$ cat src/rtl/alu_seq_pkg.sv
// rtl/alu_seq_pkg.sv - shared op encodings, FSM states and control-word type for the ALU sequencer
package alu_seq_pkg;

   localparam int ALU_W = 13;
   localparam int OP_W  = 4;
   localparam int REG_W = 4;

   // Values double as the bit position in the one-hot ALU control word.
   typedef enum logic [OP_W-1:0] {
      OP_AND  = 4'd0,
      OP_OR   = 4'd1,
      OP_ADD  = 4'd2,
      OP_SUB  = 4'd3,
      OP_MUL  = 4'd4,
      OP_DIV  = 4'd5,
      OP_SHR  = 4'd6,
      OP_SHRA = 4'd7,
      OP_SHL  = 4'd8,
      OP_ROR  = 4'd9,
      OP_ROL  = 4'd10,
      OP_NEG  = 4'd11,
      OP_NOT  = 4'd12
   } op_e;

   typedef enum logic [2:0] {
      S_IDLE,
      S_LOAD_Y,
      S_EXEC,
      S_WB_LO,
      S_WB_HI,
      S_DONE,
      S_ERR
   } state_t;

   typedef struct packed {
      logic [REG_W-1:0] reg_sel;
      logic             r_out;
      logic             r_in;
      logic             y_in;
      logic [ALU_W-1:0] alu_ctrl;
      logic             z_in;
      logic             zlo_out;
      logic             zhi_out;
      logic             lo_in;
      logic             hi_in;
      logic             busy;
      logic             done;
      logic             err;
   } ctrl_t;

   function automatic logic is_muldiv(input logic [OP_W-1:0] op);
      return (op == OP_MUL) || (op == OP_DIV);
   endfunction

   function automatic logic is_unary(input logic [OP_W-1:0] op);
      return (op == OP_NEG) || (op == OP_NOT);
   endfunction

   function automatic logic is_legal(input logic [OP_W-1:0] op);
      return op <= OP_NOT;
   endfunction

endpackage

$ cat src/rtl/alu_sequencer_if.sv
// rtl/alu_sequencer_if.sv - instruction request and datapath strobe bundle around the ALU sequencer
interface alu_sequencer_if;
   import alu_seq_pkg::*;

   logic             start;
   logic [OP_W-1:0]  op;
   logic [REG_W-1:0] ra;
   logic [REG_W-1:0] rb;
   logic [REG_W-1:0] rc;

   logic [REG_W-1:0] reg_sel;
   logic             r_out;
   logic             r_in;
   logic             y_in;
   logic [ALU_W-1:0] alu_ctrl;
   logic             z_in;
   logic             zlo_out;
   logic             zhi_out;
   logic             lo_in;
   logic             hi_in;
   logic             busy;
   logic             done;
   logic             err;

   modport master (
      output start, op, ra, rb, rc,
      input  reg_sel, r_out, r_in, y_in, alu_ctrl, z_in, zlo_out, zhi_out,
             lo_in, hi_in, busy, done, err
   );

   modport slave (
      input  start, op, ra, rb, rc,
      output reg_sel, r_out, r_in, y_in, alu_ctrl, z_in, zlo_out, zhi_out,
             lo_in, hi_in, busy, done, err
   );

endinterface

$ cat src/rtl/exec_wait_counter.sv
// rtl/exec_wait_counter.sv - loadable down-counter timing multi-cycle EXEC
module exec_wait_counter #(
   parameter int W = 1
) (
   input  logic         clock,
   input  logic         clear_n,
   input  logic         load,
   input  logic [W-1:0] load_val,
   input  logic         dec,
   output logic         last,
   output logic         zero
);

   logic [W-1:0] count;

   always_ff @(posedge clock or negedge clear_n) begin
      if (!clear_n) begin
         count <= '0;
      end else if (load) begin
         count <= load_val;
      end else if (dec && (count != '0)) begin
         count <= count - W'(1);
      end
   end

   assign last = (count == W'(1));
   assign zero = (count == '0);

endmodule

$ cat src/rtl/alu_sequencer.sv
// rtl/alu_sequencer.sv - multi-cycle control FSM walking one ALU instruction through load, execute and write-back
module alu_sequencer
   import alu_seq_pkg::*;
#(
   parameter int MUL_CYCLES = 1,
   parameter int DIV_CYCLES = 1
) (
   input  logic           clock,
   input  logic           clear_n,
   alu_sequencer_if.slave bus
);

   localparam int MAX_CYCLES = (MUL_CYCLES > DIV_CYCLES) ? MUL_CYCLES : DIV_CYCLES;
   localparam int CNT_W      = $clog2(MAX_CYCLES + 1);
   localparam logic [ALU_W-1:0] ALU_ONE = ALU_W'(1);

   state_t           state;
   state_t           state_n;
   logic [OP_W-1:0]  op_q;
   logic [REG_W-1:0] ra_q;
   logic [REG_W-1:0] rb_q;
   logic [REG_W-1:0] rc_q;
   ctrl_t            ctrl_q;
   ctrl_t            ctrl_n;

   logic             accept;
   logic [OP_W-1:0]  f_op;
   logic [REG_W-1:0] f_ra;
   logic [REG_W-1:0] f_rb;
   logic [REG_W-1:0] f_rc;
   logic [CNT_W-1:0] load_val;
   logic             cnt_dec;
   logic             cnt_last;
   logic             cnt_zero;
   logic             z_last_n;

   // Strobes for a given state; evaluated on the next state so outputs leave a register.
   function automatic ctrl_t decode(input state_t s, input logic [OP_W-1:0] op,
                                    input logic [REG_W-1:0] ra, input logic [REG_W-1:0] rb,
                                    input logic [REG_W-1:0] rc, input logic z_last);
      ctrl_t c;
      c = '0;
      case (s)
         S_LOAD_Y: begin
            c.reg_sel = rb;
            c.r_out   = 1'b1;
            c.y_in    = 1'b1;
            c.busy    = 1'b1;
         end
         S_EXEC: begin
            c.alu_ctrl = ALU_ONE << op;
            c.z_in     = z_last;
            c.busy     = 1'b1;
            if (!is_unary(op)) begin
               c.reg_sel = rc;
               c.r_out   = 1'b1;
            end
         end
         S_WB_LO: begin
            c.zlo_out = 1'b1;
            c.busy    = 1'b1;
            if (is_muldiv(op)) begin
               c.lo_in = 1'b1;
            end else begin
               c.reg_sel = ra;
               c.r_in    = 1'b1;
            end
         end
         S_WB_HI: begin
            c.zhi_out = 1'b1;
            c.hi_in   = 1'b1;
            c.busy    = 1'b1;
         end
         S_DONE: begin
            c.done = 1'b1;
            c.busy = 1'b1;
         end
         S_ERR: begin
            c.err = 1'b1;
         end
         default: ;
      endcase
      return c;
   endfunction

   always_comb begin
      state_n = state;
      accept  = 1'b0;
      case (state)
         S_IDLE: begin
            if (bus.start) begin
               if (is_legal(bus.op)) begin
                  state_n = S_LOAD_Y;
                  accept  = 1'b1;
               end else begin
                  state_n = S_ERR;
               end
            end
         end
         S_LOAD_Y: state_n = S_EXEC;
         S_EXEC:   if (cnt_zero) state_n = S_WB_LO;
         S_WB_LO:  state_n = is_muldiv(op_q) ? S_WB_HI : S_DONE;
         S_WB_HI:  state_n = S_DONE;
         S_DONE:   state_n = S_IDLE;
         S_ERR:    state_n = S_IDLE;
         default:  state_n = S_IDLE;
      endcase
   end

   // On acceptance the latches are not yet loaded, so LOAD_Y decodes from the live request.
   always_comb begin
      f_op = accept ? bus.op : op_q;
      f_ra = accept ? bus.ra : ra_q;
      f_rb = accept ? bus.rb : rb_q;
      f_rc = accept ? bus.rc : rc_q;
   end

   always_comb begin
      if (bus.op == OP_MUL) begin
         load_val = CNT_W'(MUL_CYCLES);
      end else if (bus.op == OP_DIV) begin
         load_val = CNT_W'(DIV_CYCLES);
      end else begin
         load_val = CNT_W'(1);
      end
   end

   // Counter holds N in LOAD_Y, then the EXEC cycles still to come after the current one.
   assign cnt_dec  = (state == S_LOAD_Y) || ((state == S_EXEC) && !cnt_zero);
   assign z_last_n = (state_n == S_EXEC) && cnt_last;
   assign ctrl_n   = decode(state_n, f_op, f_ra, f_rb, f_rc, z_last_n);

   exec_wait_counter #(
      .W (CNT_W)
   ) u_wait (
      .clock    (clock),
      .clear_n  (clear_n),
      .load     (accept),
      .load_val (load_val),
      .dec      (cnt_dec),
      .last     (cnt_last),
      .zero     (cnt_zero)
   );

   always_ff @(posedge clock or negedge clear_n) begin
      if (!clear_n) begin
         state  <= S_IDLE;
         op_q   <= '0;
         ra_q   <= '0;
         rb_q   <= '0;
         rc_q   <= '0;
         ctrl_q <= '0;
      end else begin
         state  <= state_n;
         ctrl_q <= ctrl_n;
         if (accept) begin
            op_q <= bus.op;
            ra_q <= bus.ra;
            rb_q <= bus.rb;
            rc_q <= bus.rc;
         end
      end
   end

   assign bus.reg_sel  = ctrl_q.reg_sel;
   assign bus.r_out    = ctrl_q.r_out;
   assign bus.r_in     = ctrl_q.r_in;
   assign bus.y_in     = ctrl_q.y_in;
   assign bus.alu_ctrl = ctrl_q.alu_ctrl;
   assign bus.z_in     = ctrl_q.z_in;
   assign bus.zlo_out  = ctrl_q.zlo_out;
   assign bus.zhi_out  = ctrl_q.zhi_out;
   assign bus.lo_in    = ctrl_q.lo_in;
   assign bus.hi_in    = ctrl_q.hi_in;
   assign bus.busy     = ctrl_q.busy;
   assign bus.done     = ctrl_q.done;
   assign bus.err      = ctrl_q.err;

endmodule

$ cat src/flat_wrapper.sv
// flat-port wrapper written by rule: the top's interface ports become plain ports
module alu_sequencer_flat import alu_seq_pkg::*;
#(
   parameter int MUL_CYCLES = 1,
   parameter int DIV_CYCLES = 1
)
  (clock, clear_n, bus_start, bus_op, bus_ra, bus_rb, bus_rc, bus_reg_sel, bus_r_out, bus_r_in, bus_y_in, bus_alu_ctrl, bus_z_in, bus_zlo_out, bus_zhi_out, bus_lo_in, bus_hi_in, bus_busy, bus_done, bus_err);
  alu_sequencer_if bus_i ();
  input  logic clock;
  input  logic clear_n;
  input wire logic [$bits(bus_i.start)-1:0] bus_start;
  input wire logic [$bits(bus_i.op)-1:0] bus_op;
  input wire logic [$bits(bus_i.ra)-1:0] bus_ra;
  input wire logic [$bits(bus_i.rb)-1:0] bus_rb;
  input wire logic [$bits(bus_i.rc)-1:0] bus_rc;
  output wire logic [$bits(bus_i.reg_sel)-1:0] bus_reg_sel;
  output wire logic [$bits(bus_i.r_out)-1:0] bus_r_out;
  output wire logic [$bits(bus_i.r_in)-1:0] bus_r_in;
  output wire logic [$bits(bus_i.y_in)-1:0] bus_y_in;
  output wire logic [$bits(bus_i.alu_ctrl)-1:0] bus_alu_ctrl;
  output wire logic [$bits(bus_i.z_in)-1:0] bus_z_in;
  output wire logic [$bits(bus_i.zlo_out)-1:0] bus_zlo_out;
  output wire logic [$bits(bus_i.zhi_out)-1:0] bus_zhi_out;
  output wire logic [$bits(bus_i.lo_in)-1:0] bus_lo_in;
  output wire logic [$bits(bus_i.hi_in)-1:0] bus_hi_in;
  output wire logic [$bits(bus_i.busy)-1:0] bus_busy;
  output wire logic [$bits(bus_i.done)-1:0] bus_done;
  output wire logic [$bits(bus_i.err)-1:0] bus_err;
  assign bus_i.start = bus_start;
  assign bus_i.op = bus_op;
  assign bus_i.ra = bus_ra;
  assign bus_i.rb = bus_rb;
  assign bus_i.rc = bus_rc;
  assign bus_reg_sel = bus_i.reg_sel;
  assign bus_r_out = bus_i.r_out;
  assign bus_r_in = bus_i.r_in;
  assign bus_y_in = bus_i.y_in;
  assign bus_alu_ctrl = bus_i.alu_ctrl;
  assign bus_z_in = bus_i.z_in;
  assign bus_zlo_out = bus_i.zlo_out;
  assign bus_zhi_out = bus_i.zhi_out;
  assign bus_lo_in = bus_i.lo_in;
  assign bus_hi_in = bus_i.hi_in;
  assign bus_busy = bus_i.busy;
  assign bus_done = bus_i.done;
  assign bus_err = bus_i.err;
  alu_sequencer #(.MUL_CYCLES(MUL_CYCLES), .DIV_CYCLES(DIV_CYCLES)) u_core (.clock(clock), .clear_n(clear_n), .bus(bus_i));
endmodule
$ cat config.mk
export PLATFORM = sky130hd
export DESIGN_NAME = alu_sequencer_flat
export DESIGN_NICKNAME = d
export VERILOG_FILES = /design/src/rtl/alu_seq_pkg.sv /design/src/rtl/alu_sequencer_if.sv /design/src/rtl/exec_wait_counter.sv /design/src/rtl/alu_sequencer.sv /design/src/flat_wrapper.sv
export SDC_FILE = /design/constraint.sdc
export NUM_CORES = 1
export LEC_CHECK = 0
export ABC_AREA = 1
export ABC_CLOCK_PERIOD_IN_PS = 1900
export BUFFER_PORTS_ARGS = -buffer_cell sky130_fd_sc_hd__buf_2
export CORE_MARGIN = 1
export CORE_UTILIZATION = 54
export CTS_BUF_LIST = sky130_fd_sc_hd__clkbuf_2
export DETAILED_ROUTE_END_ITERATION = 8
export PLACE_DENSITY = 0.8
export SYNTH_ARGS = -nofsm -noshare
export SYNTH_HDL_FRONTEND = slang
export SYNTH_HIERARCHICAL = 1
export SYNTH_SLANG_ARGS = --single-unit
export TNS_END_PERCENT = 1
$ cat constraint.sdc
create_clock -name clock -period 1.9 [get_ports clock]
set_clock_uncertainty 0.2 [all_clocks]
set_input_delay 0.38 -clock clock [delete_from_list [all_inputs] [get_ports clock]]
set_output_delay 0.38 -clock clock [all_outputs]
set_load 0.02 [all_outputs]
======== Word-level counts from Yosys, hierarchy flattened ========
Index checks and enable logic that the tools add are counted.
cells by class
  add/sub/neg operators ................... 1
  order comparisons ....................... 1
  equality and inequality tests ........... 16
  shift operators ......................... 1
  multiplexer cells ....................... 29
  reductions and logical operators ........ 10
operators by type and width
  operator                                                             number
  4-bit 2-to-1 mux                                                     5
  4-bit by 3-bit == test with 1-bit output (second input constant)     4
  1-bit 2-to-1 mux                                                     16
  3-bit one-hot mux with 5 select lines                                1
  14-bit 2-to-1 mux                                                    1
  1-bit by 4-bit left shift with 13-bit output (first input constant)  1
  3-bit by 2-bit == test with 1-bit output (second input constant)     4
  3-bit == test (second input constant)                                4
  4-bit one-hot mux with 3 select lines                                1
  3-bit 2-to-1 mux                                                     3
  4-bit == test (second input constant)                                2
  3-bit by 1-bit == test with 1-bit output (second input constant)     2
  5-bit 2-to-1 mux                                                     1
  5-bit OR reduction                                                   1
  4-bit <= comparator (second input constant)                          1
  1-bit logical OR                                                     4
  1-bit logical AND                                                    3
  3-bit zero test                                                      1
  1-bit one-hot mux with 2 select lines                                1
  2-bit nonzero test                                                   1
  1-bit subtractor (second input constant)                             1
storage, ports and cells
  flip-flop bits (word level) ............. 47
  output and inout bits ................... 28
  logic and storage cells ................. 76

======== Logic depth before layout (Yosys ltp) ========
Gate-level depths: netlist of run 1.
  depth in word-level cells ............... 9
  depth in mapped cells ................... 12
  depth with buffers taken out ............ 11

======== Cells and area by module ========
The synthesis of run 1 kept the hierarchy.
by module, submodules not included
  module             times used  cells each  area an instance (um^2)  seq. area each (um^2)
  alu_sequencer      1           190         1810.5                   1051.0
  exec_wait_counter  1           7           48.8                     25.0

======== Least setup slack after synthesis of run 1 ========
Ideal clock, no wire load.
  path kind ............................... register -> register
  start ................................... register u_core.state[2]
  end ..................................... register u_core.ctrl_q, in the netlist u_core/bus.reg_sel[1]
  library setup time ...................... 0.118 ns
  data arrival time ....................... 1.340 ns
  data required time ...................... 1.582 ns
  slack ................................... 0.242 ns
  cell stages (with the launch flop) ...... 12
  buffers on the path ..................... 1
  clock period less this slack ............ 1.658 ns
  cell sequence ........................... dfrtp_1 inv_2 nand2_4 nor2_8 nand2_4 buf_6 nand2_4 nand2_4 nor2_2 nand2_2 nand4_1 nand2_1
RTL lines
  item                      line                  source
  start: declaration        alu_sequencer.sv:17   state_t state;
  start signal: assignment  alu_sequencer.sv:154  state <= state_n;
  end signal: assignment    alu_sequencer.sv:155  ctrl_q <= ctrl_n;
  end: declaration          alu_sequencer.sv:23   ctrl_t ctrl_q;

==> impl_metrics.csv, run 1 <==
group,metric,value,unit
run_status,status,"finished clean",
global_route,grt_pass1_vias,1266,
route,vias_per_cell,4.76,
yosys,synth_area_leaders,"dfrtp_1 (58%), nand2_1 (11%), inv_1 (4.8%)",
global_route,use_met1,29.5,%
sta,slew_viol_final,0,
layout,final_common_cell,"nand2_1",
worst_setup_path,cp_slowest_cell,"dfrtp_1",
worst_setup_path,crit_buf_inv,2,
worst_setup_path,endpoint_kind,"flop",
clocking,clk_path_buf_depth,2,
global_route,use_met3,6.40,%
worst_setup_path,cp.required,2.01,ns
worst_setup_path,reg2reg_to,"u_core/bus.alu_ctrl[3]",
clocking,clkTransAtPathRegs,0.20,ns
clocking,clock-sinks,43,
sta,finalCritPeriodShare,95.9,%
job,drv_cap,0,
layout,area_delta_synth_final,31.0,%
yosys,syn_nets,216,
floorplanning,rows,20,
sta,hold_viol,0,
floorplanning,fp.dieW,60.7,um
sta,post-route-min-period,1.82,ns
worst_setup_path,crit_chain,"inv_2, nand2_4, nor2_8, nand2_8, nand2_1, nand2_2, buf_4, nor4_4",
clocking,cts_made_buffers,5,
worst_setup_path,arrival,1.94,ns
pwr,ir_drop,957,uV
yosys,seq_area_frac_synth,57.9,%
route,drtPass1Iterations,4,
global_route,grt_max_degree,26,
hold_path,hold_class,"in -> reg",
sta,timing.final.ws_setup,0.0777,ns
clocking,clk_root_buffer_cell,"clkbuf_2",
worst_setup_path,reg2reg_from,"u_core/state[0]",
global_route,grt_most_used_layer,"met2",
placement,dpl.hpwl,2510,um
layout,layout.nets,288,
floorplanning,die-area,3680,um2
hold_path,min_path_cells,5,
clocking,cts_tree,"built",
layout,final_cells,314,
global_route,overflow,0,
worst_setup_path,cp_top_family,"simple AND/OR/NAND/NOR gates",
pwr,leakagePower,0.00140,uW
layout,layout_common_cells,"nand2_1 (51), buf_2 (46), dfrtp_1 (43), inv_1 (23), nand3_1 (15)",
yosys,syn_area,1860,um2
placement,port_buffers,46,
placement,dpl_worst_slack,0.0151,ns
global_route,met2_usage,33.6,%
worst_setup_path,worstPathMaxFanout,11,
floorplanning,initial_utilization,59.0,%
yosys,ys_ff_latch,43,
route,routedWlPerCell,12.0,um
worst_setup_path,rr_worst_depth,8,
yosys,netlist.area_leader.share,57.9,%
floorplanning,ioPinCount,47,
worst_setup_path,cp-start-kind,"flop",
clocking,clk_latency,0.40,ns
route,drc_errors,0,
worst_setup_path,crit_path_max_incr_delay,0.45,ns
global_route,grtUsageTotal,21.6,%
route,wl,3770,um
route,num_vias,1494,
sta,setup_violations,0,
placement,placed_area,2160,um2
yosys,synth_top_area_cell,"dfrtp_1",
route,ant_nets,0,
clocking,h-tree-depth,2,
placement,gp_congestion,0.783,
global_route,antenna_found_initial,0,
hold_path,whs_endpoint,"u_core/bus.reg_sel[2]",
sta,fmax,549,MHz
pwr,power_density,1480,nW/um2
layout,diodes,0,
worst_setup_path,path_class,"reg -> reg",
layout,final_util,77.2,%
layout,drive_above_1_share,37.4,%
yosys,syn_inst,197,
sta,hold-worst-slack,0.0545,ns
placement,dpl.cell_count,288,
floorplanning,die_h,60.7,um
yosys,avgSynthCellArea,9.44,um2
yosys,yosysUniqueCellTypes,23,
global_route,grt_pass1_wl,5600,um
route,drt_iter0_markers,38,
floorplanning,core_area,3150,um2
worst_setup_path,rrSetupSlack,0.08,ns
layout,postLayoutCellArea,2430,um2
yosys,yosys_warnings,6,
hold_path,min_from,"bus_rb[2]",
## through the flow
stage	TNS [ns]	power, uW
finish	0	3610
global placement	0	2840
global route	-0.0468	3840
CTS	0	3380
floorplan	0	2470
detailed placement	0	2880
## routing by layer
| metal | up-vias | routed length (um) |
|---|---|---|
| li1 | 741 | - |
| met1 | 698 | 1720 |
| met2 | 48 | 1810 |
| met3 | 7 | 198 |
| met4 | 0 | 46 |
| met5 | - | 0 |
## worst min-delay path, delay by kind of cell
| family | cells | cell delay (ns) |
|---|---|---|
| buffers and inverters | 2 | 0.10 |
| AND/OR/NAND/NOR | 3 | 0.15 |
## worst max-delay path by stage
stage / end / cells past startpoint / startpoint / slack [ns]
after floorplan: u_core/bus.reg_sel[1] / 11 / u_core/state[2] / 0.24
after global placement: u_core/bus.alu_ctrl[3] / 9 / bus_op[1] / 0.04
after detailed placement: u_core/bus.r_out / 12 / bus_op[1] / 0.02
after CTS: u_core/bus.alu_ctrl[3] / 8 / u_core/state[2] / 0.0002
after global routing: u_core/bus.reg_sel[0] / 11 / u_core/state[1] / -0.02
final: u_core/bus.alu_ctrl[3] / 8 / u_core/state[0] / 0.08
## registers in the layout, indices dropped and copies added, names as in the netlist, 3 cells and up
signal,flops
u_core/op_q,4
u_core/bus.reg_sel,4
u_core/rc_q,4
u_core/state,3
u_core/bus.alu_ctrl,13
u_core/ra_q,4
## where the power goes
| part | leakage, uW | switching [uW] | internal, uW |
|---|---|---|---|
| Combinational | 0.000789 | 1180 | 636 |
| Clock | 0.0000404 | 273 | 216 |
| Sequential | 0.000567 | 112 | 1200 |
| Total | 0.00140 | 1560 | 2050 |
## synth_stat cells
cell type	n
nand2_4	8
nand3_2	1
dfrtp_1	43
nor3_1	5
nand3_1	16
nor2_2	1
a21oi_2	1
conb_1	1
nor2_1	14
buf_4	3
nor4_1	1
nand2_1	54
buf_6	1
o21ai_0	1
nand2_2	7
inv_2	5
nand3b_1	1
inv_1	24
nand3_4	1
nand4_1	5
o21bai_1	1
nor2_8	1
nor2_4	2
## cell type report
type | count | area (um2)
clock buffers | 5 | 25.0
fillers | 219 | 718
inverters | 29 | 113
repair buffers | 69 | 438
multi-input cells | 121 | 689
clock inverters | 3 | 38.8
well taps | 44 | 55.1
flip-flops and latches | 43 | 1080
## kinds of logic after synthesis
group / Yosys count / share of synthesized area (%)
buffers and inverters: 33 / 7.67
and+or+nand+nor: 117 / 33.1
other: 1 / 0.202
AOI/OAI and AO/OA: 3 / 1.14
DFF: 43 / 57.9
## timing repair
| item | in CTS | in global routing |
|---|---|---|
| gates resized for setup | 0 | 13 |
| hold buffers | 9 | 0 |
| endpoints found under the setup margin | 0 | 8 |
| hold endpoints to repair | 26 | 0 |
| buffers inserted | 0 | 9 |
No activity file was read; power rests on OpenSTA's default activity.
==> inputs of run 2 (changes only) <==
--- a/config.mk
+++ b/config.mk
@@ -5,7 +5,6 @@
 export SDC_FILE = /design/constraint.sdc
 export NUM_CORES = 1
 export LEC_CHECK = 0
-export ABC_AREA = 1
 export ABC_CLOCK_PERIOD_IN_PS = 1900
 export BUFFER_PORTS_ARGS = -buffer_cell sky130_fd_sc_hd__buf_2
 export CORE_MARGIN = 1
==> run 2 against run 1 <==
- the run now ends with negative setup slack left
- global-route usage up 1.4 points
- register-to-register slack got worse by 0.12 ns
- clock-buffer cell count increased by 2
- sequential power is 4% higher
- non-clock buffer count is 6 higher
- cell count is 9.6% lower
- combinational power shrank 18%
- area after synthesis decreased by 4.0%
- wire length up 1.4%
- design area fell by 2.1%
- die area down 3.9%
==> impl_metrics.csv, run 2 <==
group,metric,value,unit
route,ant_nets,0,
floorplanning,die_h,59.5,um
sta,rsz0062_at_grt,"true",
worst_setup_path,cp.required,2.02,ns
yosys,syn_inst,168,
hold_path,min_from,"bus_op[3]",
layout,multiInputGateArea,671,um2
layout,postLayoutCellArea,2380,um2
worst_setup_path,cp_slowest_cell,"or4b_4",
floorplanning,rows,20,
floorplanning,core_area,3100,um2
route,met2_length,2020,um
floorplanning,initial_utilization,57.5,%
worst_setup_path,arrival,2.06,ns
clocking,h-tree-depth,2,
pwr,leakagePower,0.00126,uW
worst_setup_path,reg2reg_from,"u_core/state[2]",
sta,setup_violations,13,
layout,largest_register_ffs,13,
global_route,grtUsageTotal,23.0,%
worst_setup_path,worstPathMaxFanout,5,
placement,placed_area,2180,um2
yosys,seq_area_frac_synth,60.3,%
route,routedWlPerCell,13.5,um
route,drt_iter0_markers,70,
global_route,grt_pass1_vias,1400,
sta,worstMarginPinSlew,0.516,ns
clocking,clk_root_buffer_cell,"clkbuf_2",
route,num_vias,1464,
sta,post-route-min-period,1.94,ns
yosys,synth_commonest_cells,"dfrtp_1 (43), nand2_1 (37), nor2_1 (9)",
yosys,synth_top_area_cell,"dfrtp_1",
yosys,syn_area,1780,um2
global_route,grt_pass1_wl,6010,um
layout,final_util,76.8,%
clocking,clkTransAtPathRegs,0.20,ns
route,routed.top_layer,"met4",
hold_path,min_path_cells,3,
worst_setup_path,crit_chain,"or4b_4, nand2b_4, mux2i_2, nor4b_2",
sta,slew_viol_final,0,
layout,area_delta_synth_final,33.6,%
layout,fill_cells,214,
sta,slew_headroom,65.6,%
sta,hold_viol,0,
worst_setup_path,endpoint_kind,"flop",
placement,gp_congestion,0.816,
yosys,ys.flop_type,"dfrtp_1",
sta,finalCritPeriodShare,102,%
clocking,clk_path_buf_depth,2,
worst_setup_path,rrSetupSlack,-0.04,ns
yosys,avgSynthCellArea,10.6,um2
yosys,syn_nets,187,
sta,timing.final.ws_setup,-0.0434,ns
layout,layout.nets,258,
pwr,power.total,3230,uW
route,vias_per_cell,5.15,
route,wl_met3,179,um
worst_setup_path,crit_start,"u_core/state[2]",
placement,port_buffers,46,
yosys,synth_edf_count,0,
global_route,grt_max_degree,44,
yosys,synth_area_leaders,"dfrtp_1 (60%), nand2_1 (7.8%), a221o_1 (2.2%)",
hold_path,hold_class,"in -> reg",
worst_setup_path,crit_buf_inv,0,
worst_setup_path,reg2reg_to,"u_core/bus.alu_ctrl[5]",
floorplanning,fp.dieW,59.5,um
worst_setup_path,cp-start-kind,"flop",
global_route,antenna_found_initial,0,
clocking,cts_made_buffers,5,
layout,drive_above_1_share,38.8,%
sta,fmax,515,MHz
yosys,netlist.area_leader.share,60.3,%
placement,dpl.hpwl,2500,um
run_status,violations,"negative setup slack",
clocking,clk_latency,0.41,ns
worst_setup_path,cp_top_family,"simple AND/OR/NAND/NOR gates",
yosys,ys_ff_latch,43,
route,drt-met1-wl,1550,um
worst_setup_path,path_class,"reg -> reg",
job,drv_cap,0,
layout,diodes,0,
floorplanning,die-area,3540,um2
floorplanning,ioPinCount,47,
worst_setup_path,rr_worst_depth,4,
hold_path,whs_endpoint,"u_core/op_q[3]",
clocking,cts_tree,"built",
sta,finalSetupTns,-0.235,ns
route,drc_errors,0,
run_status,status,"finished, violations left",
route,drtPass1Iterations,4,
global_route,overflow,0,
route,wl,3830,um
worst_setup_path,crit_path_max_incr_delay,0.58,ns
yosys,synth_most_common_cell,"dfrtp_1",
yosys,yosysUniqueCellTypes,36,
clocking,clock-sinks,43,
layout,layout_common_cells,"buf_2 (46), dfrtp_1 (43), nand2_1 (35), buf_4 (15), dlygate4sd3_1 (10)",
yosys,yosys_warnings,6,
pwr,power_density,1350,nW/um2
layout,final_common_cell,"buf_2",
yosys,synthArstFlopShare,100,%
pwr,ir_drop,801,uV
layout,seqCellArea,1080,um2
[run 2: changes by cell type after synthesis, sizes merged, moves of 5 or more]
cell / before / now
nand2: 69 / 37
inv: 29 / 9
nand3: 18 / 2
nor2: 18 / 9
a31oi: 0 / 5
and2: 0 / 5
nand4: 5 / 0
[run 2: repair_timing]
item | CTS | global route
endpoints found under the setup margin | 18 | 23
gates cloned | 0 | 0
setup buffers | 1 | 0
pin swaps | 5 | 2
hold buffers | 10 | 0
endpoints found under the hold margin | 52 | 0
resized for setup | 6 | 6
[run 2: layer usage]
metal  vias up  GRT usage [%]
met5         -              0
met3         9           5.90
met1       695           27.7
met4         0           14.6
li1        706              -
met2        54           36.6
[run 2: area by class of cell]
class,instances,area share (%)
clock inverter,1,0.210
inverter,9,1.52
tap,44,2.31
clock buffer,7,1.47
sequential,43,45.1
multi-input combinational,105,28.1
timing repair buffer,75,21.2
[run 2: through the flow]
stage	hold slack (ns)	setup slack, ns	instances
6_report	0.0344	-0.0434	284
5_1_grt	0.0279	-0.125	284
4_1_cts	0.00950	-0.0447	284
3_5_place_dp	0.264	-0.0795	265
3_3_place_gp	0.252	-0.0429	265
2_1_floorplan	-0.116	-0.0712	168
[run 2: power by group]
part / total (uW) / internal [uW] / switching, uW
Combinational: 1490 / 618 / 868
Clock: 384 / 100 / 284
Sequential: 1360 / 1180 / 174
Total: 3230 / 1900 / 1330
[run 2: how the worst max path moves through the flow]
stage / to / slack, ns / depth (start not counted)
finish: u_core/bus.alu_ctrl[5] / -0.04 / 4
floorplan: u_core/bus.alu_ctrl[5] / -0.07 / 7
detailed placement: u_core/bus.alu_ctrl[4] / -0.08 / 6
CTS: u_core/bus.alu_ctrl[5] / -0.04 / 4
global route: u_core/bus.alu_ctrl[5] / -0.13 / 4
global placement: u_core/bus.alu_ctrl[11] / -0.04 / 6
[run 2: worst min-delay path: cells and delay by family]
family / cells / cell delay (ns)
buf+inv: 1 / 0.13
simple gates: 1 / 0.05
compound gates: 1 / 0.06
[run 2: kinds of logic after synthesis]
kind of cell,Yosys count,share of synthesized area (%)
buffers and inverters,20,6.10
muxes,2,1.19
other,1,0.210
AOI/OAI and AO/OA,26,10.5
and+or+nand+nor,76,21.7
DFF,43,60.3
==> inputs of run 3 (changes only) <==
--- a/config.mk
+++ b/config.mk
@@ -11,7 +11,9 @@
 export CORE_UTILIZATION = 54
 export CTS_BUF_LIST = sky130_fd_sc_hd__clkbuf_2
 export DETAILED_ROUTE_END_ITERATION = 8
+export GPL_TIMING_DRIVEN = 0
 export PLACE_DENSITY = 0.8
+export REMOVE_ABC_BUFFERS = 1
 export SYNTH_ARGS = -nofsm -noshare
 export SYNTH_HDL_FRONTEND = slang
 export SYNTH_HIERARCHICAL = 1
==> constraint.sdc (replaced) <==
create_clock -name clock -period 1.9 [get_ports clock]
set_clock_uncertainty 0.2 [all_clocks]
set_input_delay 0.285 -clock clock [delete_from_list [all_inputs] [get_ports clock]]
set_output_delay 0.285 -clock clock [all_outputs]
set_load 0.02 [all_outputs]
==> run 3 against run 2 <==
- clock-buffer cell count shrank 1
- register-to-register slack lost 0.09 ns
- combinational power is essentially flat
- sequential cell count is the same
- core utilization shrank 0.16 points
- worst hold slack lost 0.024 ns
- maximum frequency shrank 4.4%
- clock power shrank 4%
- the run still ends with negative setup slack left
==> impl_metrics.csv, run 3 (same netlist as run 2, synthesis figures left out) <==
group,metric,value,unit
hold_path,min_path_cells,3,
worst_setup_path,cp-start-kind,"flop",
floorplanning,core_area,3100,um2
clocking,cts_made_buffers,5,
worst_setup_path,worstPathMaxFanout,7,
layout,layout_common_cells,"buf_2 (46), dfrtp_1 (40), nand2_1 (37), dlygate4sd3_1 (17), buf_4 (10)",
clocking,clkTransAtPathRegs,0.19,ns
route,wl,4280,um
floorplanning,initial_utilization,57.5,%
layout,layout.nets,259,
placement,gp_congestion,0.783,
pwr,leakagePower,0.00123,uW
sta,slew_viol_final,0,
worst_setup_path,path_class,"reg -> reg",
route,num_vias,1532,
worst_setup_path,cp_slowest_cell,"or4b_4",
sta,finalSetupTns,-0.916,ns
worst_setup_path,endpoint_kind,"flop",
route,ant_nets,0,
layout,diodes,0,
sta,hold_viol,0,
worst_setup_path,crit_buf_inv,1,
layout,area_delta_synth_final,33.3,%
floorplanning,ioPinCount,47,
worst_setup_path,cp.depth,5,
sta,fmax,492,MHz
worst_setup_path,crit_chain,"or4b_4, nand2b_4, clkinvlp_4, a31oi_1, o22ai_1",
sta,rsz0062_at_grt,"true",
worst_setup_path,crit_path_max_incr_delay,0.61,ns
sta,setup_violations,18,
clocking,clock-sinks,43,
sta,post-route-min-period,2.03,ns
floorplanning,rows,20,
floorplanning,die-area,3540,um2
clocking,clk_path_buf_depth,2,
route,drtPass1Iterations,4,
pwr,ir_drop,677,uV
worst_setup_path,rr_worst_depth,5,
job,drv_cap,0,
placement,dpl.cell_count,247,
pwr,power_density,1360,nW/um2
clocking,h-tree-depth,2,
layout,postLayoutCellArea,2380,um2
layout,final_common_cell,"buf_2",
hold_path,hold_class,"in -> reg",
placement,placed_area,1990,um2
clocking,clk_latency,0.41,ns
run_status,status,"finished, violations left",
layout,largest_register_ffs,13,
clocking,clk_root_buffer_cell,"clkbuf_2",
layout,drive_above_1_share,36.5,%
global_route,antenna_found_initial,0,
placement,port_buffers,46,
worst_setup_path,cp.required,2.02,ns
global_route,grt_pass1_wl,6820,um
route,drc_errors,0,
worst_setup_path,arrival,2.16,ns
global_route,grtUsageTotal,27.1,%
global_route,overflow,0,
global_route,grt_max_degree,44,
clocking,cts_tree,"built",
sta,slew_headroom,40.5,%
worst_setup_path,cp_top_family,"simple AND/OR/NAND/NOR gates",
floorplanning,fp.dieW,59.5,um
sta,worstMarginPinSlew,0.893,ns
route,vias_per_cell,5.38,
layout,final_cells,285,
sta,finalCritPeriodShare,107,%
floorplanning,die_h,59.5,um
sta,timing.final.ws_setup,-0.133,ns
route,drt_iter0_markers,72,
global_route,grt_pass1_vias,1485,
route,routedWlPerCell,15.0,um
run_status,violations,"negative setup slack",
placement,dpl.hpwl,2330,um
[run 3: changes by cell type in the layout (fill, tap and decap cells not counted), sizes merged]
cell / before / now
nand2b: 3 / 4
clkinvlp: 0 / 4
inv: 9 / 8
clkbuf: 7 / 6
buf: 65 / 56
dlygate4sd3: 10 / 17
[run 3: final cells by class]
type / count / area, um2
timing repair buffer: 73 / 475
clock inverter: 2 / 12.5
fill: 219 / 724
clock buffer: 6 / 30.0
inverter: 9 / 37.5
tap: 44 / 55.1
sequential: 43 / 1080
timing repair inverter: 2 / 12.5
multi-input combinational: 106 / 676
[run 3: final timing paths]
check	start	endpoint	slack, ns
worst max-delay path	u_core/state[1]	u_core/state[0]	-0.13
worst min-delay path	bus_start	u_core/bus.busy	0.01
worst max register to register	u_core/state[1]	u_core/state[0]	-0.13
worst min register to register	u_core/ra_q[3]	u_core/ra_q[3]	0.31
max in group asynchronous	clear_n	u_core/state[2]	0.57
min in group asynchronous	clear_n	u_core/bus.alu_ctrl[11]	0.30
[run 3: through the flow]
| stage | power [uW] | hold WS (ns) | utilization, % | worst slack [ns] |
|---|---|---|---|---|
| final | 3220 | 0.0100 | 76.7 | -0.133 |
| after global routing | 3430 | 0.0299 | 76.7 | -0.141 |
| after CTS | 3130 | 0.00731 | 76.0 | -0.0665 |
| after detailed placement | 2520 | 0.260 | 64.3 | -0.527 |
| after global placement | 2450 | 0.249 | 64.3 | -0.477 |
| after floorplan | 2160 | -0.211 | - | -0.247 |
[run 3: repair_timing]
| action | in CTS | in global routing |
|---|---|---|
| setup endpoints to repair | 34 | 33 |
| pin swaps | 4 | 8 |
| hold buffers | 17 | 0 |
| endpoints found under the hold margin | 59 | 0 |
| gates resized for setup | 14 | 2 |
| cloned | 3 | 0 |
| setup buffers | 9 | 1 |
[run 3: metal layers]
metal / GRT usage [%] / share of wire (%) / vias up
li1: - / - / 710
met1: 31.5 / 40 / 725
met2: 45.1 / 49 / 73
met3: 7.21 / 6.0 / 24
met4: 15.3 / 5.2 / 0
met5: 0 / 0 / -
[run 3: worst reg2reg max path, cell delays in order (launching register included)]
cell and delay (ns):
dfrtp_2 0.46, or4b_4 0.61, nand2b_4 0.22, clkinvlp_4 0.17, a31oi_1 0.06, o22ai_1 0.24
[run 3: power breakdown]
part           internal (uW)  switching (uW)  total [uW]
sequential              1190             200        1390
combinational            579             888        1470
clock                   93.7             275         369
total                   1860            1360        3220
